[src/rtl/imem_loader.sv]
// Boot-time instruction-memory loader: takes a length-prefixed, XOR-checksummed
// byte stream and writes big-endian 32-bit words to imem starting at address 0.
module imem_loader #(
    parameter int ADDR_WIDTH = 8,
    parameter int MAX_WORDS  = 256
) (
    input  logic                  clk,
    input  logic                  reset,
    input  logic                  restart,
    input  logic [7:0]            byte_in,
    input  logic                  byte_valid,
    output logic                  byte_ready,
    output logic                  imem_we,
    output logic [ADDR_WIDTH-1:0] imem_addr,
    output logic [31:0]           imem_wd,
    output logic                  core_hold,
    output logic                  done,
    output logic                  error
);

    typedef enum logic [2:0] {
        S_LEN_HI,
        S_LEN_LO,
        S_DATA,
        S_CHECK,
        S_DONE,
        S_ERROR
    } state_t;

    localparam logic [15:0] MAX_LEN = 16'(MAX_WORDS);

    state_t                  state_q, state_d;
    logic [15:0]             len_q, len_d;
    logic [15:0]             word_cnt_q, word_cnt_d;
    logic [1:0]              byte_cnt_q, byte_cnt_d;
    logic [31:0]             asm_q, asm_d;
    logic [7:0]              csum_q, csum_d;
    logic                    we_q, we_d;
    logic [ADDR_WIDTH-1:0]   addr_q, addr_d;
    logic [31:0]             wd_q, wd_d;
    logic                    hold_q, hold_d;
    logic                    done_q, done_d;
    logic                    err_q, err_d;

    logic                    in_stream;
    logic                    accept;
    logic [15:0]             len_full;
    logic [31:0]             word_full;

    // States that consume stream bytes; reset and restart mask acceptance.
    always_comb begin
        in_stream = (state_q == S_LEN_HI) || (state_q == S_LEN_LO) ||
                    (state_q == S_DATA)   || (state_q == S_CHECK);
        byte_ready = in_stream && !reset && !restart;
        accept     = byte_ready && byte_valid;
        len_full   = {len_q[15:8], byte_in};
        word_full  = {asm_q[23:0], byte_in};
    end

    always_comb begin
        state_d    = state_q;
        len_d      = len_q;
        word_cnt_d = word_cnt_q;
        byte_cnt_d = byte_cnt_q;
        asm_d      = asm_q;
        csum_d     = csum_q;
        we_d       = 1'b0;
        addr_d     = addr_q;
        wd_d       = wd_q;
        hold_d     = hold_q;
        done_d     = done_q;
        err_d      = err_q;

        if (restart) begin
            state_d    = S_LEN_HI;
            len_d      = 16'd0;
            word_cnt_d = 16'd0;
            byte_cnt_d = 2'd0;
            asm_d      = 32'd0;
            csum_d     = 8'd0;
            addr_d     = '0;
            hold_d     = 1'b1;
            done_d     = 1'b0;
            err_d      = 1'b0;
        end else begin
            case (state_q)
                S_LEN_HI: begin
                    if (accept) begin
                        len_d[15:8] = byte_in;
                        csum_d      = csum_q ^ byte_in;
                        state_d     = S_LEN_LO;
                    end
                end
                S_LEN_LO: begin
                    if (accept) begin
                        len_d[7:0] = byte_in;
                        csum_d     = csum_q ^ byte_in;
                        if ((len_full == 16'd0) || (len_full > MAX_LEN)) begin
                            state_d = S_ERROR;
                            err_d   = 1'b1;
                            hold_d  = 1'b1;
                        end else begin
                            state_d = S_DATA;
                        end
                    end
                end
                S_DATA: begin
                    if (accept) begin
                        asm_d  = word_full;
                        csum_d = csum_q ^ byte_in;
                        if (byte_cnt_q == 2'd3) begin
                            // Word complete: register the write for next cycle.
                            we_d       = 1'b1;
                            wd_d       = word_full;
                            addr_d     = word_cnt_q[ADDR_WIDTH-1:0];
                            word_cnt_d = word_cnt_q + 16'd1;
                            byte_cnt_d = 2'd0;
                            if (word_cnt_q == (len_q - 16'd1)) begin
                                state_d = S_CHECK;
                            end
                        end else begin
                            byte_cnt_d = byte_cnt_q + 2'd1;
                        end
                    end
                end
                S_CHECK: begin
                    // The checksum byte is compared, never folded into the XOR.
                    if (accept) begin
                        if (byte_in == csum_q) begin
                            state_d = S_DONE;
                            done_d  = 1'b1;
                            hold_d  = 1'b0;
                        end else begin
                            state_d = S_ERROR;
                            err_d   = 1'b1;
                            hold_d  = 1'b1;
                        end
                    end
                end
                S_DONE: begin
                    done_d = 1'b1;
                    hold_d = 1'b0;
                end
                S_ERROR: begin
                    err_d  = 1'b1;
                    hold_d = 1'b1;
                end
                default: begin
                    state_d = S_ERROR;
                    err_d   = 1'b1;
                    hold_d  = 1'b1;
                end
            endcase
        end
    end

    always_ff @(posedge clk) begin
        if (reset) begin
            state_q    <= S_LEN_HI;
            len_q      <= 16'd0;
            word_cnt_q <= 16'd0;
            byte_cnt_q <= 2'd0;
            asm_q      <= 32'd0;
            csum_q     <= 8'd0;
            we_q       <= 1'b0;
            addr_q     <= '0;
            wd_q       <= 32'd0;
            hold_q     <= 1'b1;
            done_q     <= 1'b0;
            err_q      <= 1'b0;
        end else begin
            state_q    <= state_d;
            len_q      <= len_d;
            word_cnt_q <= word_cnt_d;
            byte_cnt_q <= byte_cnt_d;
            asm_q      <= asm_d;
            csum_q     <= csum_d;
            we_q       <= we_d;
            addr_q     <= addr_d;
            wd_q       <= wd_d;
            hold_q     <= hold_d;
            done_q     <= done_d;
            err_q      <= err_d;
        end
    end

    assign imem_we   = we_q;
    assign imem_addr = addr_q;
    assign imem_wd   = wd_q;
    assign core_hold = hold_q;
    assign done      = done_q;
    assign error     = err_q;

endmodule
[config.mk]
export PLATFORM = sky130hd
export DESIGN_NAME = imem_loader
export DESIGN_NICKNAME = d
export VERILOG_FILES = /design/src/rtl/imem_loader.sv
export SDC_FILE = /design/constraint.sdc
export NUM_CORES = 1
export LEC_CHECK = 0
export CAP_MARGIN = 40
export CORE_MARGIN = 2
export CORE_UTILIZATION = 35
export CTS_CLUSTER_SIZE = 40
export DETAILED_ROUTE_END_ITERATION = 16
export GPL_TIMING_DRIVEN = 0
export PLACE_DENSITY_LB_ADDON = 0.08
export RECOVER_POWER = 100
export SYNTH_ARGS = -nofsm -noshare
export SYNTH_HDL_FRONTEND = slang
export SYNTH_SLANG_ARGS = --single-unit
[constraint.sdc]
create_clock -name clk -period 7.4 [get_ports clk]
set_input_delay 1.48 -clock clk [delete_from_list [all_inputs] [get_ports clk]]
set_output_delay 1.48 -clock clk [all_outputs]
set_load 0.1 [all_outputs]
# Yosys cells after proc, flatten, opt, wreduce, memory -nomap -nowiden
# Cells that the tools add are included.
[word_totals] register_bits=113 latchBits=0 ramBits=0 romBits=0 inputBits=12 output_inout_bits=45 memories=0
[classes] add_sub_neg=3 mul=0 div=0 n_lt_le_gt_ge=1 n_eq_ne=17 n_shift=0 mux=22 bitwise=7 reduce_logical=28
[ops] cell="3-bit two-way mux" count=7
[ops] cell="16-bit by 1-bit adder with 16-bit output, second input constant" count=1
[ops] cell="16-bit equality test" count=1
[ops] cell="16-bit by 9-bit > comparator with 1-bit output, second input constant" count=1
[ops] cell="16-bit zero test" count=1
[ops] cell="16-bit by 1-bit subtractor with 16-bit output, second input constant" count=1
[ops] cell="3-bit one-hot mux with 5 select lines" count=1
[ops] cell="1-bit two-way mux" count=10
[ops] cell="2-bit != test, second input constant" count=5
[ops] cell="8-bit equality test" count=1
[ops] cell="2-bit by 1-bit != test with 1-bit output, second input constant" count=4
[ops] cell="2-bit AND reduction" count=4
[ops] cell="4-bit AND reduction" count=2
[ops] cell="8-bit bitwise XOR" count=1
[ops] cell="7-bit AND reduction" count=1
[ops] cell="3-bit by 2-bit equality test with 1-bit output, second input constant" count=2
[ops] cell="3-bit equality test, second input constant" count=2
[ops] cell="1-bit NOT" count=6
[ops] cell="3-bit AND reduction" count=2
[ops] cell="2-bit OR reduction" count=3
[ops] cell="3-bit OR reduction" count=2
[ops] cell="5-bit AND reduction" count=1
[ops] cell="1-bit logical OR" count=4
[ops] cell="1-bit one-hot mux with 4 select lines" count=1
[ops] cell="other kinds (11)" count=14

# Longest topological paths before layout
[depth] depth_word=9 mapped_depth=10 mapped_depth_nobuf=9

# Worst setup path after synthesis
# OpenSTA, ideal clock, no wires.
[synth_path] kind="input to output" startpoint="input reset" endpoint="output byte_ready" t_arrival_ns=3.748 required_time_ns=5.920 path_slack_ns=2.172 cell_stages=6 path_buffers=4 path_cell_list="clkbuf_1 or2_2 clkbuf_1 clkbuf_1 buf_1 nor2_1"
[synth_between] elab_chain_cells=3
[synth_lines] item="start, declared" line_no="8" text="input logic reset,"
[synth_lines] item="1-bit zero test" line_no="54" text="byte_ready = in_stream && !reset && !restart;"
[synth_lines] item="1-bit logical AND (2 in series)" line_no="54"
[synth_lines] item="end, declared" line_no="12" text="output logic byte_ready,"
# No other way between the ends.

# Final worst setup path
[layout_path] startpoint="input restart" endpoint="output byte_ready"
[layout_between] elab_chain_cells=2
[layout_lines] item="start, declared" line_no="9" text="input logic restart,"
[layout_lines] item="1-bit zero test" line_no="54"
[layout_lines] item="1-bit logical AND" line_no="54"
# No other way between the ends.

==> results by group <==
Status
  • Status: finished clean

Power and ir drop
  • Power Density: roughly 230 nW/um^2
  • Peak supply drop: 170 uV
  • Leak: 2.23 nW

Clock tree
  • CTS tree: yes
  • # H-tree levels: 4
  • Worst-Skew Late Latency: 420 ps
  • Num CTS Buffers: 17
  • Post-CTS sizing: 0
  • Clock-pin slew on the worst setup and hold paths: 60 ps
  • Clk sinks: 113
  • Clock root cell: clkbuf_16
  • Post-CTS setup buffer count: 0
  • Hold-fix buffers at CTS: 0
  • Clk buf depth: 2

Placed design
  • HPWL Detailed: 9.14 mm
  • # port buffers: 54
  • GPL Wtd Cong: 0.799
  • Placed cells: roughly 900

Synth
  • Yosys warnings: 0
  • Syn_nets: 615
  • Post-synthesis cell type count: 51
  • Synthesized flop and latch total: 113
  • Number of synthesized flops with an enable pin: 0
  • Async set or reset register ratio after synthesis: 0%
  • Post-Synthesis Mean Instance Area: 8.13 sq um
  • Top FF cell, synth: dfxtp_1
  • Seq/Total Area, Yosys: 46.4%
  • Mapped Cells: 600
  • Mapped Area: 4880 sq um

Floorplanning
  • Starting Density: 35.4%
  • Core area: 13800 sq um
  • Die X: 122 um
  • Io pins: 57
  • Die footprint: between 10000 and 15000 sq um
  • Std cell rows: 43
  • Die Ht: approximately 120 um

Detailed routing
  • Initial DRC Count: between 200 and 300
  • ANT nets after route: 0
  • Drt pass-1 iters: 4
  • DR vias: 4369
  • Final wirelength: 12.8 mm
  • Routed wire length per instance: between 10 and 15 um
  • Vias per Instance: 4.80
  • DRC Markers: 0

Global route
  • Initial antenna violation count: 0
  • Met2 Use GR: about 29%
  • Met3 usage: 4.63%
  • Vias in the first global route: 4140
  • GRT Max-Usage Layer: met2
  • First-pass GRT wire length: 21.1 mm
  • GR Layer Usage met1: 24.4%
  • Total track usage: 18.2%
  • GRT overflow: 0
  • Largest net degree at the start of global routing: 17

Setup path
  • Critical path cell sequence: dlygate4sd3_1 -> or2_2 -> clkbuf_1 -> clkbuf_1 -> clkbuf_1 -> nor2_1 -> dlygate4sd3_1 -> buf_8
  • Top cell by count, worst path: clkbuf_1
  • CP Max Fanout: 10
  • Startpoint types: primary input
  • CP Launch Point: restart
  • Depth of the worst register-to-register path: 8
  • Reg2Reg Capture Point: word_cnt_q[10]
  • Worst R2R Start: state_q[2]
  • Critical path's top delay family: buffers and inverters
  • Crit path buffers/inverters: 6
  • CP required: 5920 ps
  • Critical path's largest stage delay: between 500 and 600 ps
  • Reg2Reg Setup Slack: ~4200 ps
  • Slowest-stage cell, CP: dlygate4sd3_1
  • CP endpoint kind: output pin
  • Worst endpoint data arrival time: 4270 ps
  • CP Class: primary input to output pin

Min path
  • Worst hold stages: 2
  • Min-delay src: imem_wd[8]
  • Worst Hold End: imem_wd[8]
  • Hold Crit Class: flip-flop to flip-flop

STA
  • Slew Viols, Final: 0
  • Slew headroom: 20.8%
  • Crit share post-route: 77.8%
  • RSZ-0062 raised after global routing: false
  • Worst Tran Pin Value: 1190 ps
  • Fmax: 174 MHz
  • TNS Setup: 0 ps
  • Final hold viol count: 0
  • Final-report setup violation count: 0
  • Final min period: 5750 ps
  • Clk_skew: 8.34 ps

Cells and area
  • Commonest non-fill, non-tap cell in the layout: nand2_1
  • Nets: 733
  • Non-filler cells, final: 911
  • N_diodes: 0
  • Layout cells sized above 1: roughly 6.6%
  • P&R area growth vs syn: 33.4%
  • Most frequent cells in the layout: nand2_1 (164), dfxtp_1 (113), a21oi_1 (80)

Run
  • Max_cap viols: 0
[cell families (layout without fill, tap and decap cells)]
family,count (synthesis),count (layout),share of synthesized area (%)
mux,12,12,2.46
compound gates,104,104,12.6
fa+ha+maj,3,3,0.769
flops,113,113,46.4
simple gates,269,269,24.6
buf+inv,48,179,4.03
xor+xnor,51,51,9.15
[cell type report]
class                           count  area (sq um)
Tap cell                          180           225
Clock inverter                     12           156
Timing Repair Buffer               99           816
Fill cell                        1423          7260
Inverter                            9          33.8
Buffer                             39           161
Sequential cell                   113          2260
Multi-Input combinational cell    439          2400
Clock buffer                       20           457
[routing by layer]
layer | wire, um | up-vias
met5 | 0 | -
met4 | 152 | 0
met3 | 533 | 13
met2 | 5820 | 86
met1 | 6290 | 2027
li1 | - | 2243
[state kept, by name, summed over array words and instances (netlist names), 2 cells and up]
name,count
byte_cnt_q,2
len_q,16
state_q,3
word_cnt_q,16
asm_q,24
imem_wd,32
csum_q,8
imem_addr,8
[tightest hold or removal path, cell delays in order (launching register included)]
cell and delay [ps]:
dfxtp_1 310, nand2_1 50, a21oi_1 50
[how the worst max path moves through the flow]
stage | to | slack [ps] | depth (start not counted)
after floorplan | byte_ready | 2170 | 6
after global placement | byte_ready | 1440 | 7
after detailed placement | byte_ready | 1750 | 8
after CTS | byte_ready | 1740 | 8
after global routing | byte_ready | 1410 | 8
final | byte_ready | 1650 | 8
[power by group]
group | internal [mW] | switching, mW | leakage [nW]
registers | 0.610 | 0.00145 | 0.910
clock network | 0.548 | 0.295 | 0.289
logic | 0.0143 | 0.0314 | 1.04
total | 1.17 | 0.328 | 2.23
[cells in the mapped netlist, types with 2 or more instances]
master / count / area [sq um]
nand2_1: 163 / 612
dfxtp_1: 113 / 2260
o21a_1: 3 / 22.5
a41oi_1: 2 / 17.5
nor2_1: 44 / 165
o21ai_1: 2 / 10.0
nor4b_1: 3 / 26.3
o21ai_0: 2 / 10.0
a311o_1: 2 / 20.0
and3_1: 6 / 37.5
xor2_1: 31 / 272
inv_1: 8 / 30.0
or4b_4: 2 / 27.5
or4_1: 2 / 15.0
buf_6: 2 / 22.5
or2_2: 2 / 12.5
buf_1: 2 / 7.51
mux2i_1: 12 / 120
xnor2_1: 20 / 175
clkbuf_1: 34 / 128
o31ai_1: 2 / 15.0
nand3_1: 14 / 70.1
nor3b_1: 2 / 15.0
a21oi_1: 80 / 400
nand4_1: 7 / 43.8
ha_1: 3 / 37.5
nor3_2: 2 / 20.0
nor3_1: 6 / 30.0
nor4_1: 7 / 43.8
[metrics by stage]
| stage | cell area [sq um] | power (mW) | hold slack (ps) | util [%] | setup slack [ps] |
|---|---|---|---|---|---|
| final | 6510 | 1.50 | 452 | 47.3 | 1650 |
| after global routing | 6510 | 1.55 | 473 | 47.3 | 1410 |
| after CTS | 6980 | 1.52 | 455 | 50.7 | 1740 |
| after detailed placement | 6370 | 0.672 | 449 | 46.3 | 1750 |
| after global placement | 5650 | 0.671 | 439 | 41.0 | 1440 |
| after floorplan | 4880 | 0.650 | 432 | - | 2170 |
No activity file was read; power rests on OpenSTA's default activity.
